**src/rtl/float_minmax_scanner_if.sv**
```systemverilog
// Operand-stream handshake and result bundle for float_minmax_scanner.
// The master drives start/len/elements; the slave returns status and running extremes.
interface float_minmax_scanner_if #(
   parameter int unsigned LEN_W = 8
);
   logic             start;
   logic [LEN_W-1:0] len;
   logic             in_valid;
   logic [31:0]      in_data;
   logic             in_ready;
   logic             busy;
   logic             done;
   logic             empty;
   logic [31:0]      max_val;
   logic [31:0]      min_val;
   logic [LEN_W-1:0] max_idx;
   logic [LEN_W-1:0] min_idx;

   modport master (
      output start, len, in_valid, in_data,
      input  in_ready, busy, done, empty, max_val, min_val, max_idx, min_idx
   );

   modport slave (
      input  start, len, in_valid, in_data,
      output in_ready, busy, done, empty, max_val, min_val, max_idx, min_idx
   );
endinterface

```
**src/rtl/float_minmax_scanner.sv**
```systemverilog
// Streams a block of single-precision words, one per cycle, tracking the running
// maximum and minimum (FloatCompare ordering) and the index where each first occurred.
module float_minmax_scanner #(
   parameter int unsigned LEN_W = 8
) (
   input  logic                   i_clk,
   input  logic                   i_rst_n,
   float_minmax_scanner_if.slave  io_bus
);

   typedef enum logic [1:0] {StIdle, StFirst, StScan, StDone} state_e;

   state_e           r_state;
   state_e           w_state_next;
   logic [LEN_W-1:0] r_len;
   logic [LEN_W-1:0] r_cnt;
   logic [31:0]      r_max_val;
   logic [31:0]      r_min_val;
   logic [LEN_W-1:0] r_max_idx;
   logic [LEN_W-1:0] r_min_idx;
   logic             r_busy;
   logic             r_empty;
   logic             w_len_zero;
   logic             w_last;
   logic             w_in_ready;
   logic             w_done;
   logic             w_accept;
   logic             w_new_max;
   logic             w_new_min;

   // Sign-magnitude ordering; -0 ranks below +0 because only bitwise equality ties.
   function automatic logic f_ge(input logic [31:0] a, input logic [31:0] b);
      logic res;
      if (a == b) begin
         res = 1'b1;
      end else if (a[31] != b[31]) begin
         res = ~a[31];
      end else if (a[30:23] != b[30:23]) begin
         res = a[31] ? (a[30:23] < b[30:23]) : (a[30:23] > b[30:23]);
      end else begin
         res = a[31] ? (a[22:0] < b[22:0]) : (a[22:0] > b[22:0]);
      end
      return res;
   endfunction

   function automatic logic f_gt(input logic [31:0] a, input logic [31:0] b);
      return f_ge(a, b) && (a != b);
   endfunction

   assign w_len_zero = (r_len == '0);
   assign w_last     = (r_cnt == r_len - LEN_W'(1));
   assign w_accept   = w_in_ready && io_bus.in_valid;
   assign w_new_max  = f_gt(io_bus.in_data, r_max_val);
   assign w_new_min  = f_gt(r_min_val, io_bus.in_data);

   // An empty block idles one cycle in StFirst (no element taken) so done lands two
   // cycles after start, matching the upstream sequencer's timing.
   always_comb begin
      w_state_next = r_state;
      w_in_ready   = 1'b0;
      w_done       = 1'b0;
      unique case (r_state)
         StIdle: begin
            if (io_bus.start) w_state_next = StFirst;
         end
         StFirst: begin
            if (w_len_zero) begin
               w_state_next = StDone;
            end else begin
               w_in_ready = 1'b1;
               if (io_bus.in_valid) begin
                  w_state_next = (r_len == LEN_W'(1)) ? StDone : StScan;
               end
            end
         end
         StScan: begin
            w_in_ready = 1'b1;
            if (io_bus.in_valid && w_last) w_state_next = StDone;
         end
         StDone: begin
            w_done       = 1'b1;
            w_state_next = StIdle;
         end
      endcase
   end

   always_ff @(posedge i_clk) begin
      if (!i_rst_n) begin
         r_state <= StIdle;
      end else begin
         r_state <= w_state_next;
      end
   end

   always_ff @(posedge i_clk) begin
      if (!i_rst_n) begin
         r_len     <= '0;
         r_cnt     <= '0;
         r_max_val <= '0;
         r_min_val <= '0;
         r_max_idx <= '0;
         r_min_idx <= '0;
         r_busy    <= 1'b0;
         r_empty   <= 1'b0;
      end else begin
         unique case (r_state)
            StIdle: begin
               if (io_bus.start) begin
                  r_len   <= io_bus.len;
                  r_cnt   <= '0;
                  r_busy  <= 1'b1;
                  r_empty <= 1'b0;
               end
            end
            StFirst: begin
               if (w_len_zero) begin
                  r_empty   <= 1'b1;
                  r_max_val <= '0;
                  r_min_val <= '0;
                  r_max_idx <= '0;
                  r_min_idx <= '0;
               end else if (w_accept) begin
                  r_max_val <= io_bus.in_data;
                  r_min_val <= io_bus.in_data;
                  r_max_idx <= '0;
                  r_min_idx <= '0;
                  r_cnt     <= LEN_W'(1);
               end
            end
            StScan: begin
               if (w_accept) begin
                  if (w_new_max) begin
                     r_max_val <= io_bus.in_data;
                     r_max_idx <= r_cnt;
                  end
                  if (w_new_min) begin
                     r_min_val <= io_bus.in_data;
                     r_min_idx <= r_cnt;
                  end
                  r_cnt <= r_cnt + LEN_W'(1);
               end
            end
            StDone: begin
               r_busy <= 1'b0;
            end
         endcase
      end
   end

   assign io_bus.in_ready = w_in_ready;
   assign io_bus.busy     = r_busy;
   assign io_bus.done     = w_done;
   assign io_bus.empty    = r_empty;
   assign io_bus.max_val  = r_max_val;
   assign io_bus.min_val  = r_min_val;
   assign io_bus.max_idx  = r_max_idx;
   assign io_bus.min_idx  = r_min_idx;

endmodule

```
**src/flat_wrapper.sv**
```systemverilog
// flat-port wrapper written by rule: the top's interface ports become plain ports
module float_minmax_scanner_flat 
#(
   parameter int unsigned LEN_W = 8
)
  (i_clk, i_rst_n, io_bus_start, io_bus_len, io_bus_in_valid, io_bus_in_data, io_bus_in_ready, io_bus_busy, io_bus_done, io_bus_empty, io_bus_max_val, io_bus_min_val, io_bus_max_idx, io_bus_min_idx);
  float_minmax_scanner_if #(.LEN_W(LEN_W)) io_bus_i ();
  input  logic i_clk;
  input  logic i_rst_n;
  input wire logic [$bits(io_bus_i.start)-1:0] io_bus_start;
  input wire logic [$bits(io_bus_i.len)-1:0] io_bus_len;
  input wire logic [$bits(io_bus_i.in_valid)-1:0] io_bus_in_valid;
  input wire logic [$bits(io_bus_i.in_data)-1:0] io_bus_in_data;
  output wire logic [$bits(io_bus_i.in_ready)-1:0] io_bus_in_ready;
  output wire logic [$bits(io_bus_i.busy)-1:0] io_bus_busy;
  output wire logic [$bits(io_bus_i.done)-1:0] io_bus_done;
  output wire logic [$bits(io_bus_i.empty)-1:0] io_bus_empty;
  output wire logic [$bits(io_bus_i.max_val)-1:0] io_bus_max_val;
  output wire logic [$bits(io_bus_i.min_val)-1:0] io_bus_min_val;
  output wire logic [$bits(io_bus_i.max_idx)-1:0] io_bus_max_idx;
  output wire logic [$bits(io_bus_i.min_idx)-1:0] io_bus_min_idx;
  assign io_bus_i.start = io_bus_start;
  assign io_bus_i.len = io_bus_len;
  assign io_bus_i.in_valid = io_bus_in_valid;
  assign io_bus_i.in_data = io_bus_in_data;
  assign io_bus_in_ready = io_bus_i.in_ready;
  assign io_bus_busy = io_bus_i.busy;
  assign io_bus_done = io_bus_i.done;
  assign io_bus_empty = io_bus_i.empty;
  assign io_bus_max_val = io_bus_i.max_val;
  assign io_bus_min_val = io_bus_i.min_val;
  assign io_bus_max_idx = io_bus_i.max_idx;
  assign io_bus_min_idx = io_bus_i.min_idx;
  float_minmax_scanner #(.LEN_W(LEN_W)) u_core (.i_clk(i_clk), .i_rst_n(i_rst_n), .io_bus(io_bus_i));
endmodule
```
**config.mk**
```make
export PLATFORM = sky130hd
export DESIGN_NAME = float_minmax_scanner_flat
export DESIGN_NICKNAME = d
export VERILOG_FILES = /design/src/rtl/float_minmax_scanner_if.sv /design/src/rtl/float_minmax_scanner.sv /design/src/flat_wrapper.sv
export SDC_FILE = /design/constraint.sdc
export NUM_CORES = 1
export LEC_CHECK = 0
export BUFFER_PORTS_ARGS = -buffer_cell sky130_fd_sc_hd__clkbuf_2
export CELL_PAD_IN_SITES_DETAIL_PLACEMENT = 0
export CELL_PAD_IN_SITES_GLOBAL_PLACEMENT = 1
export CORE_ASPECT_RATIO = 1.25
export CORE_MARGIN = 2
export CORE_UTILIZATION = 44
export CTS_CLUSTER_DIAMETER = 150
export CTS_CLUSTER_SIZE = 25
export DETAILED_ROUTE_END_ITERATION = 8
export PLACE_DENSITY_LB_ADDON = 0.1
export SYNTH_ARGS = -nofsm -noshare
export SYNTH_HDL_FRONTEND = slang
export SYNTH_SLANG_ARGS = --single-unit
```
**constraint.sdc**
```tcl
create_clock -name i_clk -period 4.01 [get_ports i_clk]
set_input_delay 0.401 -clock i_clk [delete_from_list [all_inputs] [get_ports i_clk]]
set_output_delay 0.401 -clock i_clk [all_outputs]
set_load 0.01 [all_outputs]
```
==> impl_metrics.yaml <==
sta:
  tns_ps: 0
  maxClockFrequency_mhz: 316
  setup-violations-final: 0
  hold_viol: 0
  worst_slew_pin_slew_ps: 975
  finalCritPeriodShare_pct: 78.9
  max_slew_headroom_at_the_worst_pin_pct: 35.0
  final.setup_skew_ps: 10.4
  period_needed_ps: 3160
  finalMaxSlewViolations: 0
  unrepaired_setup_endpoints_after_global_routing: "no"
  timing.final.ws_setup_ps: 847
place:
  detailedPlacementHpwl_um: 11400
  dp_cells: 955
  dpl_worst_slack_ps: 769
  finalWeightedCongestion: 0.776
  io_buffers: 127
clocking:
  post_cts_resized: 0
  root_buffer_cell: "sky130_fd_sc_hd__clkbuf_16"
  h_tree_level_count: 3
  tritoncts.num_buffers: 9
  worst_path_clk_slew_ps: 80
  clk_path_buf_depth: 2
  clkSinkCount: 100
  post-cts-setup-buffer-count: 0
  tritoncts: "done"
  cts-hold-fix-buffers: 0
  worst_skew_pair.late_latency_ps: 360
critical_path:
  critPathArrivalTime_ps: 3400
  end_of_the_worst_register_to_register_path: "u_core.io_bus.min_idx[5]$_SDFFE_PN0P_"
  cp-start-kind: "flip-flop"
  setup.worst_path.end: "u_core.io_bus.min_idx[5]$_SDFFE_PN0P_"
  critical_path_required_ps: 4250
  setup.worst_path.end_class: "flip-flop"
  timing.reg2reg.setup_slack_ps: 850
  critPathKind: "flip-flop to flip-flop"
  reg2reg_depth: 10
  crit_fanout: 15
  worst_r2r_startpoint: "u_core.r_len[0]$_SDFFE_PN0P_"
  timing.critical_path.from: "u_core.r_len[0]$_SDFFE_PN0P_"
final_layout:
  most_frequent_standard_cell_in_the_layout_excluding_fill_and_tap_cells: "sky130_fd_sc_hd__clkbuf_2"
  layout-area-overhead-vs-synth_pct: 18.0
  final_core_utilization_pct: 52.7
  final_cell_count_no_fill: 971
  fillerInstances: 1300
  fin_nets: 908
  layout-drive-gt1-share_pct: 20.0
  multi_input_area_um2: 3430
  sequential_cell_area_um2: 2000
  n_antenna_cell: 0
  layout_common_cells: "126 x sky130_fd_sc_hd__clkbuf_2, 125 x sky130_fd_sc_hd__nand2_1, 100 x sky130_fd_sc_hd__dfxtp_1"
grt:
  grt_pass1_wl_um: 25100
  antenna_violations_before_repair: 0
  grt_pass1_vias: 5155
  gr-total-overflow: 0
  total_track_usage_pct: 22.1
  grt_max_degree: 92
floorplanning:
  core_region_area_um2: 13100
  die_area_um2: 14300
  die_w_um: 107
  std_cell_rows: 47
  pin_count: 128
  chipHeight_um: 133
  initial_util_pct: 44.7
synthesis:
  syn_nets: 797
  async_reset_ff_share_pct: 0
  ys.warnings.count: 0
  post_synth_inst_count: 684
  postSynthRegisterBits: 100
  post_synth_edffs: 0
  yosys-top-cells-area: "sky130_fd_sc_hd__dfxtp_1 34%, sky130_fd_sc_hd__ha_1 15%, sky130_fd_sc_hd__mux2i_1 8.7%"
  syn_area_um2: 5860
  synthFlopType: "sky130_fd_sc_hd__dfxtp_1"
  yosys.area.top_type: "sky130_fd_sc_hd__dfxtp_1"
  syn_avg_cell_area_um2: 8.56
  synth_largest_type_area_fraction_pct: 34.2
  yosysSeqAreaShare_pct: 34.2
  ys_types: 53
routing:
  via_per_inst: 5.43
  route.vias.total: 5273
  wl_um: 15200
  drt-pass1-iter-count: 5
  drtAntennaViolNets: 0
  remaining_drc_errors: 0
  initialDrtViolationCount: 241
  detail_route.wl_per_cell_um: 15.7
hold_path:
  min-delay-path-class: "input pin to flip-flop"
  min-delay-start: "io_bus_len[5]"
pwr:
  power_per_cell_area_nw_per_um2: 693
  p_leak_nw: 3.23
  power.ir.vdd_worst_uv: 352
status:
  outcome: "finished clean"
run:
  timing.max_cap.violations: 0
==> routing by layer <==
layer / share of wire, % / vias up / track usage [%]
met5: 0 / - / 0
met4: 1.7 / 0 / 7.43
met3: 5.2 / 19 / 3.84
met2: 51 / 127 / 40.3
met1: 42 / 2483 / 25.6
li1: - / 2644 / -
==> area by class of cell <==
type | count | area share (%)
inverters | 70 | 3.80
clock buffers | 9 | 3.26
well taps | 171 | 3.10
clock inverters | 7 | 1.01
repair buffers | 134 | 10.1
multi-input cells | 480 | 49.7
flip-flops and latches | 100 | 29.0
==> where the power goes <==
group / internal, mW / leakage (nW) / switching [mW]
clock network: 0.439 / 0.142 / 0.431
registers: 1.26 / 0.813 / 0.256
logic: 1.00 / 2.28 / 1.40
==> worst min-delay path by stage <==
| stage | to | slack [ps] | depth (start not counted) |
|---|---|---|---|
| after floorplan | u_core.r_len[1]$_SDFFE_PN0P_ | 470 | 2 |
| after global placement | u_core.io_bus.min_idx[0]$_SDFFE_PN0P_ | 450 | 2 |
| after detailed placement | u_core.io_bus.min_idx[0]$_SDFFE_PN0P_ | 460 | 2 |
| after CTS | u_core.r_len[5]$_SDFFE_PN0P_ | 260 | 3 |
| after global routing | u_core.r_len[0]$_SDFFE_PN0P_ | 280 | 3 |
| final | u_core.r_len[5]$_SDFFE_PN0P_ | 270 | 3 |
==> critical path, stage by stage (launching register included) <==
cell and delay [ps]:
sky130_fd_sc_hd__dfxtp_1 390, sky130_fd_sc_hd__inv_1 90, sky130_fd_sc_hd__ha_1 290, sky130_fd_sc_hd__nor4b_2 330
sky130_fd_sc_hd__a211oi_1 180, sky130_fd_sc_hd__nor2b_1 300, sky130_fd_sc_hd__o311ai_1 180, sky130_fd_sc_hd__or3b_2 450
sky130_fd_sc_hd__and3_2 400, sky130_fd_sc_hd__buf_4 290, sky130_fd_sc_hd__mux2i_1 140
==> through the flow <==
stage,hold slack [ps],cell area [um2],power (mW)
final,266,6910,4.79
after CTS,261,6910,4.84
after detailed placement,456,6610,3.97
after global routing,283,6910,5.18
after floorplan,475,5860,3.22
after global placement,449,6610,3.91
==> sequential cells by signal, indices dropped and copies added (netlist names) <==
| name | cells |
|---|---|
| u_core.r_state | 2 |
| u_core.io_bus.max_idx | 8 |
| u_core.io_bus.busy | 1 |
| u_core.r_len | 8 |
| u_core.io_bus.max_val | 32 |
| u_core.io_bus.min_idx | 8 |
| u_core.io_bus.min_val | 32 |
| u_core.io_bus.empty | 1 |
| u_core.r_cnt | 8 |
==> cell usage after synthesis, types with 2 or more instances <==
cell	instances
sky130_fd_sc_hd__nor4_1	5
sky130_fd_sc_hd__nand4b_1	3
sky130_fd_sc_hd__nor2b_1	5
sky130_fd_sc_hd__or3_1	5
sky130_fd_sc_hd__o21a_1	2
sky130_fd_sc_hd__xor2_1	7
sky130_fd_sc_hd__a211oi_1	2
sky130_fd_sc_hd__nor3b_1	2
sky130_fd_sc_hd__a21o_1	3
sky130_fd_sc_hd__a21oi_1	46
sky130_fd_sc_hd__and3_1	3
sky130_fd_sc_hd__o31ai_1	3
sky130_fd_sc_hd__nand4_1	12
sky130_fd_sc_hd__clkbuf_1	22
sky130_fd_sc_hd__and4_1	4
sky130_fd_sc_hd__a32o_1	31
sky130_fd_sc_hd__and2_1	2
sky130_fd_sc_hd__nand2_1	125
sky130_fd_sc_hd__a31oi_1	3
sky130_fd_sc_hd__mux2i_1	51
sky130_fd_sc_hd__nand3b_1	2
sky130_fd_sc_hd__inv_1	70
sky130_fd_sc_hd__o41ai_1	2
sky130_fd_sc_hd__o211ai_1	3
sky130_fd_sc_hd__ha_1	69
sky130_fd_sc_hd__nand2b_1	2
sky130_fd_sc_hd__buf_2	8
sky130_fd_sc_hd__nor3_1	8
sky130_fd_sc_hd__xnor2_1	7
sky130_fd_sc_hd__dfxtp_1	100
sky130_fd_sc_hd__buf_6	4
sky130_fd_sc_hd__o21ai_0	16
sky130_fd_sc_hd__a311oi_1	2
sky130_fd_sc_hd__nor2_1	18
sky130_fd_sc_hd__o2111ai_1	2
sky130_fd_sc_hd__nand3_1	18
==> cell families after synthesis <==
kind of cell | count (synthesis) | share of synthesized area (%)
fa+ha+maj | 69 | 14.7
mux | 52 | 8.91
buf+inv | 104 | 7.35
flops | 100 | 34.2
xor+xnor | 14 | 2.09
compound gates | 126 | 15.1
simple gates | 219 | 17.6
Note: power is estimated with default switching activity, not from simulation.
